--- src/rtl/msg_defs.sv ---
// Shared constants and state encoding for the serial message router.
// Frame layout on the link: SYNC1, SYNC2, count, id, then `count` payload bytes.
package msg_defs;

  localparam logic [7:0] SYNC_BYTE1     = 8'h12;
  localparam logic [7:0] SYNC_BYTE2     = 8'h34;
  localparam logic [7:0] FIRST_MSG_ID   = 8'h10;

  localparam logic [7:0] MSG_ID_DEST0   = FIRST_MSG_ID;
  localparam logic [7:0] MSG_ID_DEST1   = FIRST_MSG_ID + 8'd1;
  localparam logic [7:0] MSG_ID_DEST2   = FIRST_MSG_ID + 8'd2;
  localparam logic [7:0] MSG_ID_DEST3   = FIRST_MSG_ID + 8'd3;

  localparam int unsigned MAX_PAYLOAD    = 32;
  localparam int unsigned TIMEOUT_CYCLES = 50000;

  typedef enum logic [2:0] {
    HUNT1     = 3'd0,
    HUNT2     = 3'd1,
    GET_COUNT = 3'd2,
    GET_ID    = 3'd3,
    PAYLOAD   = 3'd4,
    DISCARD   = 3'd5
  } state_e;

endpackage

--- src/rtl/msg_timeout.sv ---
// Idle counter: counts enabled cycles since the last clear and flags when the
// loaded limit is reached. The count saturates at the limit until cleared.
module msg_timeout #(
  parameter int unsigned Width = 16
) (
  input  logic             clk_i,
  input  logic             rst_ni,
  input  logic             clear_i,
  input  logic             enable_i,
  input  logic [Width-1:0] limit_i,
  output logic             expired_o
);

  logic [Width-1:0] cnt_q, cnt_d;

  always_comb begin
    cnt_d = cnt_q;
    if (clear_i) begin
      cnt_d = '0;
    end else if (enable_i && (cnt_q != limit_i)) begin
      cnt_d = cnt_q + 1'b1;
    end
  end

  always_ff @(posedge clk_i or negedge rst_ni) begin
    if (!rst_ni) begin
      cnt_q <= '0;
    end else begin
      cnt_q <= cnt_d;
    end
  end

  assign expired_o = enable_i && (cnt_q == limit_i);

endmodule

--- src/rtl/msg_router.sv ---
// Hunts for the two-byte sync header, validates count and ID, then steers the
// payload to one destination with one-hot ClearAddr/WriteByte strobes.
module msg_router
  import msg_defs::*;
#(
  parameter int unsigned NumDest       = 4,
  parameter logic [7:0]  FirstMsgID    = MSG_ID_DEST0,
  parameter logic [7:0]  SyncByte1     = SYNC_BYTE1,
  parameter logic [7:0]  SyncByte2     = SYNC_BYTE2,
  parameter int unsigned MaxPayload    = MAX_PAYLOAD,
  parameter int unsigned TimeoutCycles = TIMEOUT_CYCLES
) (
  input  logic               Clock,
  input  logic               Clear_n,
  input  logic [7:0]         InByte,
  input  logic               InByteReady,
  output logic [7:0]         DataByte,
  output logic [NumDest-1:0] ClearAddr,
  output logic [NumDest-1:0] WriteByte,
  output logic [7:0]         MsgID,
  output logic               MsgComplete,
  output logic               MsgError,
  output logic               Busy
);

  localparam int unsigned DestW = (NumDest > 1) ? $clog2(NumDest) : 1;
  localparam int unsigned TmoW  = $clog2(TimeoutCycles + 1);

  state_e               state_q, state_d;
  logic [7:0]           count_q, count_d;
  logic [7:0]           rem_q, rem_d;
  logic [7:0]           msg_id_q, msg_id_d;
  logic [7:0]           data_q, data_d;
  logic [DestW-1:0]     dest_q, dest_d;
  logic [NumDest-1:0]   clear_addr_q, clear_addr_d;
  logic [NumDest-1:0]   write_q, write_d;
  logic                 complete_q, complete_d;
  logic                 error_q, error_d;

  logic                 tmo_expired;
  logic [7:0]           k;
  logic                 id_ok;
  logic                 count_bad;
  logic                 last_byte;

  // Destination index wraps in 8 bits, so IDs below FirstMsgID land out of range.
  assign k         = InByte - FirstMsgID;
  assign id_ok     = ({24'd0, k} < 32'(NumDest));
  assign count_bad = ({24'd0, InByte} > 32'(MaxPayload));
  assign last_byte = (rem_q == 8'd1);

  msg_timeout #(
    .Width(TmoW)
  ) u_timeout (
    .clk_i    (Clock),
    .rst_ni   (Clear_n),
    .clear_i  (InByteReady || (state_q == HUNT1)),
    .enable_i (state_q != HUNT1),
    .limit_i  (TmoW'(TimeoutCycles)),
    .expired_o(tmo_expired)
  );

  always_ff @(posedge Clock or negedge Clear_n) begin
    if (!Clear_n) begin
      state_q      <= HUNT1;
      count_q      <= '0;
      rem_q        <= '0;
      msg_id_q     <= '0;
      data_q       <= '0;
      dest_q       <= '0;
      clear_addr_q <= '0;
      write_q      <= '0;
      complete_q   <= 1'b0;
      error_q      <= 1'b0;
    end else begin
      state_q      <= state_d;
      count_q      <= count_d;
      rem_q        <= rem_d;
      msg_id_q     <= msg_id_d;
      data_q       <= data_d;
      dest_q       <= dest_d;
      clear_addr_q <= clear_addr_d;
      write_q      <= write_d;
      complete_q   <= complete_d;
      error_q      <= error_d;
    end
  end

  // A byte arriving on the expiry cycle is dropped along with the frame.
  always_comb begin
    state_d  = state_q;
    count_d  = count_q;
    rem_d    = rem_q;
    msg_id_d = msg_id_q;
    dest_d   = dest_q;
    if (tmo_expired) begin
      state_d = HUNT1;
    end else if (InByteReady) begin
      case (state_q)
        HUNT1: begin
          if (InByte == SyncByte1) state_d = HUNT2;
        end
        HUNT2: begin
          if (InByte == SyncByte2)      state_d = GET_COUNT;
          else if (InByte != SyncByte1) state_d = HUNT1;
        end
        GET_COUNT: begin
          count_d = InByte;
          rem_d   = InByte;
          state_d = count_bad ? HUNT1 : GET_ID;
        end
        GET_ID: begin
          msg_id_d = InByte;
          dest_d   = k[DestW-1:0];
          if (count_q == 8'd0) state_d = HUNT1;
          else if (id_ok)      state_d = PAYLOAD;
          else                 state_d = DISCARD;
        end
        PAYLOAD, DISCARD: begin
          rem_d = rem_q - 8'd1;
          if (last_byte) state_d = HUNT1;
        end
        default: state_d = HUNT1;
      endcase
    end
  end

  always_comb begin
    clear_addr_d = '0;
    write_d      = '0;
    complete_d   = 1'b0;
    error_d      = 1'b0;
    data_d       = data_q;
    if (tmo_expired) begin
      error_d = 1'b1;
    end else if (InByteReady) begin
      case (state_q)
        GET_COUNT: error_d = count_bad;
        GET_ID: begin
          if (id_ok) begin
            clear_addr_d = NumDest'(1) << k[DestW-1:0];
            complete_d   = (count_q == 8'd0);
          end else begin
            error_d = 1'b1;
          end
        end
        PAYLOAD: begin
          data_d     = InByte;
          write_d    = NumDest'(1) << dest_q;
          complete_d = last_byte;
        end
        default: ;
      endcase
    end
  end

  assign DataByte    = data_q;
  assign ClearAddr   = clear_addr_q;
  assign WriteByte   = write_q;
  assign MsgID       = msg_id_q;
  assign MsgComplete = complete_q;
  assign MsgError    = error_q;
  assign Busy        = (state_q != HUNT1);

endmodule

--- config.mk ---
export PLATFORM = sky130hd
export DESIGN_NAME = msg_router
export DESIGN_NICKNAME = d
export VERILOG_FILES = /design/src/rtl/msg_defs.sv /design/src/rtl/msg_timeout.sv /design/src/rtl/msg_router.sv
export SDC_FILE = /design/constraint.sdc
export NUM_CORES = 1
export LEC_CHECK = 0
export ABC_AREA = 1
export CAP_MARGIN = 20
export CORE_MARGIN = 1.5
export CORE_UTILIZATION = 60
export CTS_BUF_LIST = sky130_fd_sc_hd__clkbuf_8 sky130_fd_sc_hd__clkbuf_16
export CTS_CLUSTER_DIAMETER = 150
export DETAILED_ROUTE_END_ITERATION = 6
export PLACE_DENSITY_LB_ADDON = 0.15
export SETUP_SLACK_MARGIN = 0.02
export SLEW_MARGIN = 30
export SYNTH_ARGS = -nofsm -noshare
export SYNTH_HDL_FRONTEND = slang
export SYNTH_SLANG_ARGS = --single-unit
--- constraint.sdc ---
create_clock -name Clock -period 4.55 [get_ports Clock]
set_input_delay 0.91 -clock Clock [delete_from_list [all_inputs] [get_ports Clock]]
set_output_delay 0.91 -clock Clock [all_outputs]
set_load 0.01 [all_outputs]
# Word level (Yosys, flattened, before mapping)
# Index checks and enable logic that the tools add are counted.
# word_totals
register_bits	63
output_inout_bits	27
word_cells	76
# classes
addsub	3
n_lt_le_gt_ge	2
n_eq_ne	14
n_shift	2
mux	28
bitwise_logic	1
n_reduce_logical	15
# op_table
cell	count
16-bit two-way mux	2
4-bit two-way mux	7
3-bit two-way mux	7
16-bit by 1-bit adder with 16-bit output (second input constant)	1
16-bit == test (second input constant)	1
16-bit inequality test (second input constant)	1
8-bit one-hot mux with 2 select lines	1
3-bit one-hot mux with 5 select lines	1
3-bit AND reduction	4
8-bit by 1-bit == test with 1-bit output (second input constant)	1
8-bit by 5-bit == test with 1-bit output (second input constant)	1
8-bit by 6-bit == test with 1-bit output (second input constant)	1
8-bit by 6-bit greater-than comparator with 1-bit output (second input constant)	1
8-bit zero test	1
8-bit by 3-bit < comparator with 1-bit output (second input constant)	1
8-bit by 5-bit inequality test with 1-bit output (second input constant)	1
1-bit by 2-bit left shift with 4-bit output (first input constant)	2
8-bit by 1-bit subtractor with 8-bit output (second input constant)	1
8-bit by 5-bit subtractor with 8-bit output (second input constant)	1
1-bit two-way mux	7
3-bit by 2-bit == test with 1-bit output (second input constant)	2
3-bit == test (second input constant)	2
2-bit nonzero test	3
4-bit inequality test (second input constant)	1
other kinds (12)	14

# Logic depth before layout (Yosys ltp)
# depth
ltp_word	7
mapped_depth	10

# Hierarchy
# A second synthesis with hierarchy kept.
# unflattened
hier_cells	525
hier_area_um2	3673.5
# modules_own_cells
mod	instances	cells_per_inst	area_each_um2	seq_area_each_um2
msg_router	1	279	2215.9	1126.1
msg_timeout	1	246	1457.6	400.4

# Least setup slack after synthesis
# OpenSTA, ideal clock, no wires.
# synth_path
path_type	input-to-reg
from	input InByteReady
to	register u_timeout.cnt_q[9]
arrival_time_ns	1.721
required_ns	4.473
path_slack_ns	2.751
path_stages	5
path_buffers	2
path_cell_list	buf_2 -> nor2_1 -> buf_2 -> o21ai_0 -> a21oi_1
# synth_between
elab_chain_cells	2
word_cells_on_any_way	3
cone_classes	1 x mux; 2 x reduce/logical
# synth_rtl
item	line_no	rtl
start, declared	msg_router.sv:16	input logic InByteReady,
1-bit logical OR (*)	msg_router.sv:57	.clear_i (InByteReady || (state_q == HUNT1)),
16-bit two-way mux / 2-bit nonzero test (equally long branches)	--	
end signal, assigned	msg_timeout.sv:29	cnt_q <= cnt_d;
end, declared	msg_timeout.sv:14	logic [Width-1:0] cnt_q, cnt_d;
# Mark *: on every way between the ends. The rest lies on a longest branch, timed or not.
# A chain may end at the register's enable or synchronous reset.

# Final worst setup path
# layout_path
from	register state_q[2]
to	output Busy
# layout_between
elab_chain_cells	1
# layout_rtl
item	line_no	rtl
start, declared	msg_router.sv:29	state_e state_q, state_d;
start signal, assigned	msg_router.sv:76	state_q <= state_d;
3-bit nonzero test	msg_router.sv:163	assign Busy = (state_q != HUNT1);
end, declared	msg_router.sv:23	output logic Busy
# Every way passes these cells.

==> results.ini <==
[synth]
synth.area.top_cells=dfrtp_1 (48%), nand2_1 (12%), nor2_1 (6.4%), nand3_1 (5.5%), inv_1 (5.1%)
synth-async-reset-ratio_pct=100
ys_top_cells_by_count=nand2_1 (100), dfrtp_1 (61), nor2_1 (54), inv_1 (43), nand3_1 (35)
synth_cells=397
synth_top_area_cell=dfrtp_1
synth_ff_type=dfrtp_1
syn_area_um2=3160
seq_area_frac_synth_pct=48.3
synth_most_common_cell=nand2_1
synth_edf_count=0
yosysUniqueCellTypes=28
synth_top_area_share_pct=48.3
yosysWarnings=0
avgSynthCellArea_um2=7.96
ys_ff_latch=61
synth_fp_nets=412

[grt]
grt_util_all_layers_pct=26.4
met3_usage_pct=4.89
grt_overflow_total=0
busiest_layer=met2
grt_pass1_wl_mm=11.1
grt_max_degree=62
gr-usage-met2_pct=41.5
met1_usage_pct=35.6
antenna_found_initial=0
grt_pass1_vias=2476

[clocking]
clk_pin_slew_ns=0.07
clock-root-buffer=clkbuf_8
cts_buffers=9
htree_levels=3
clock_sinks=61
cts_post_setup_buffers_inserted=0
cts_buffer_depth=2
clock_latency_ns=0.34
cts_hold_buffers=0
cts_resized=0
tritoncts=built

[floorplan]
die_h_um=75.6
initial_core_util_pct=61.9
dieWidth_um=75.6
core-area_um2=5110
die-area_um2=5710
io_pins=38
num_rows=26

[power_and_ir_drop]
comb_power_share_pct=12.8
p_leak_uw=0.00182
power_frac_seq_pct=42.3
cellPowerDensity_nw_per_um2=359
peakVddDrop_mv=0.242
switching_share_pct=25.3
internal_power_uw=1030
p_switching_uw=347
p_clk_share_pct=44.9

[sta]
setup_violations=0
fmax_mhz=374
tns_ns=0
fin_skew_ns=0.00604
finalMaxSlewViolations=0
rsz0062_at_grt=no
period_share_pct=58.8
worstMarginPinSlew_ns=0.883
period_needed_ns=2.67
slew_headroom_pct=40.9
hold_violations=0

[finish]
multiInputGateArea_um2=1410
diodes=0
fin_cells=514
drive_gt1_share_pct=8.56
fin_nets=454
nFillCells=376
stdcell_area_um2=3830
register_area_um2=1530
area_growth_pct=21.2

[route]
drc=0
via_count=2792
drtIter0Drc=183
detail_route.wl_per_cell_um=13.4
viasPerCell=5.43
drt-total-wl_mm=6.90
antenna_left=0
first_pass_iters=5

[critical_path]
path_cells=nor3_4 > inv_2 > clkdlybuf4s50_1
cpLargestDelayFamily=buffers and inverters
critPathBufInv=2
crit_path_start_kind=flop
r2r-start=state_q[2]
setup.worst_path.class=reg2out
cp.required_ns=3.64
critical_path.startpoint=state_q[2]
r2r_slack_ns=2.62
r2r_cells=4
endpoint_kind=output pin
critical_path_depth=3
arrival_ns=1.76
path_max_fanout=6
reg2reg_to=u_timeout.cnt_q[7]
crit_slowest_cell=dfrtp_1
critPathMaxStageDelay_ns=0.51
critical_path.endpoint=Busy

[placed_design]
gp_congestion=0.904
place_inst=498
hpwlAfterDp_mm=4.88
io_buffers=37
placed_area_um2=3570

[outcome]
status=complete, no violations

[flow_run]
drv_cap=0

[min_path]
hold_path_class=reg2reg

==> sequential cells by signal, indices dropped and copies added, names as in the netlist <==
register         flops
ClearAddr            4
DataByte             8
MsgComplete          1
MsgError             1
MsgID                8
WriteByte            4
count_q              8
rem_q                8
state_q              3
u_timeout.cnt_q     16
==> worst min-delay path: stages (launching register included) <==
cell and delay, ns:
dfrtp_1 0.34, nand2_1 0.05, o21ai_0 0.06
==> routing by layer <==
metal  part of all wire (%)  vias up
met2                     47      103
li1                       -     1371
met1                     45     1302
met5                      0        -
met3                    6.1       16
met4                    1.9        0
==> area by class of cell <==
| type | count | share of cell area (%) |
|---|---|---|
| clock inverter | 4 | 2.45 |
| timing repair buffer | 38 | 9.73 |
| tap | 70 | 2.29 |
| inverter | 48 | 4.70 |
| sequential | 61 | 39.8 |
| clock buffer | 12 | 4.31 |
| multi-input combinational | 281 | 36.7 |
==> metrics by stage <==
stage	hold slack (ns)	total power, uW	setup slack (ns)	util (%)
2_1_floorplan	0.454	701	2.75	-
3_3_place_gp	0.465	761	1.66	69.9
3_5_place_dp	0.475	765	1.59	69.9
4_1_cts	0.491	1380	1.87	75.0
5_1_grt	0.512	1430	1.65	75.0
6_report	0.486	1370	1.88	75.0
==> cell usage in the layout (no fill, tap or decap) <==
master and count:
nand2_1 100, dfrtp_1 61, nor2_1 54, inv_1 44
clkdlybuf4s50_1 36, nand3_1 35, o21ai_0 30, a21oi_1 13
clkbuf_8 12, nand4_1 10, o21ai_1 9, inv_2 5
nand3_4 4, o21ai_2 4, ha_1 4, nor3_4 3
nor3_2 3, bufinv_16 3, a31oi_1 2, xor2_1 2
nor2_4 1, nor3_1 1, nand3_2 1, o21bai_1 1
nand3b_1 1, xnor2_1 1, nor3b_1 1, a22oi_1 1
buf_2 1, buf_4 1
==> cells by family (layout without fill, tap and decap cells) <==
family | after synthesis | in the layout | share of synthesized area, %
adder cells (fa/ha/maj) | 4 | 4 | 1.58
flip-flops | 61 | 61 | 48.3
AND/OR/NAND/NOR | 214 | 214 | 31.8
AO/OA/AOI/OAI | 60 | 60 | 10.2
buffers and inverters | 55 | 102 | 7.28
XOR/XNOR | 3 | 3 | 0.831
==> power by group through the flow <==
stage | combinational (uW) | sequential (uW) | clock, uW
after floorplan | 113 | 588 | 0
after global placement | 171 | 590 | 0
after detailed placement | 174 | 591 | 0
after CTS | 175 | 581 | 623
after global routing | 201 | 583 | 647
final | 176 | 582 | 617
==> worst min-delay path by stage <==
| stage | startpoint | end | cells past startpoint |
|---|---|---|---|
| 6_report | count_q[0] | count_q[0] | 2 |
| 5_1_grt | count_q[6] | count_q[6] | 2 |
| 4_1_cts | count_q[0] | count_q[0] | 2 |
| 3_5_place_dp | count_q[0] | count_q[0] | 2 |
| 3_3_place_gp | DataByte[5] | DataByte[5] | 2 |
| 2_1_floorplan | count_q[1] | count_q[1] | 2 |
Power figures use the tool's default switching activity.
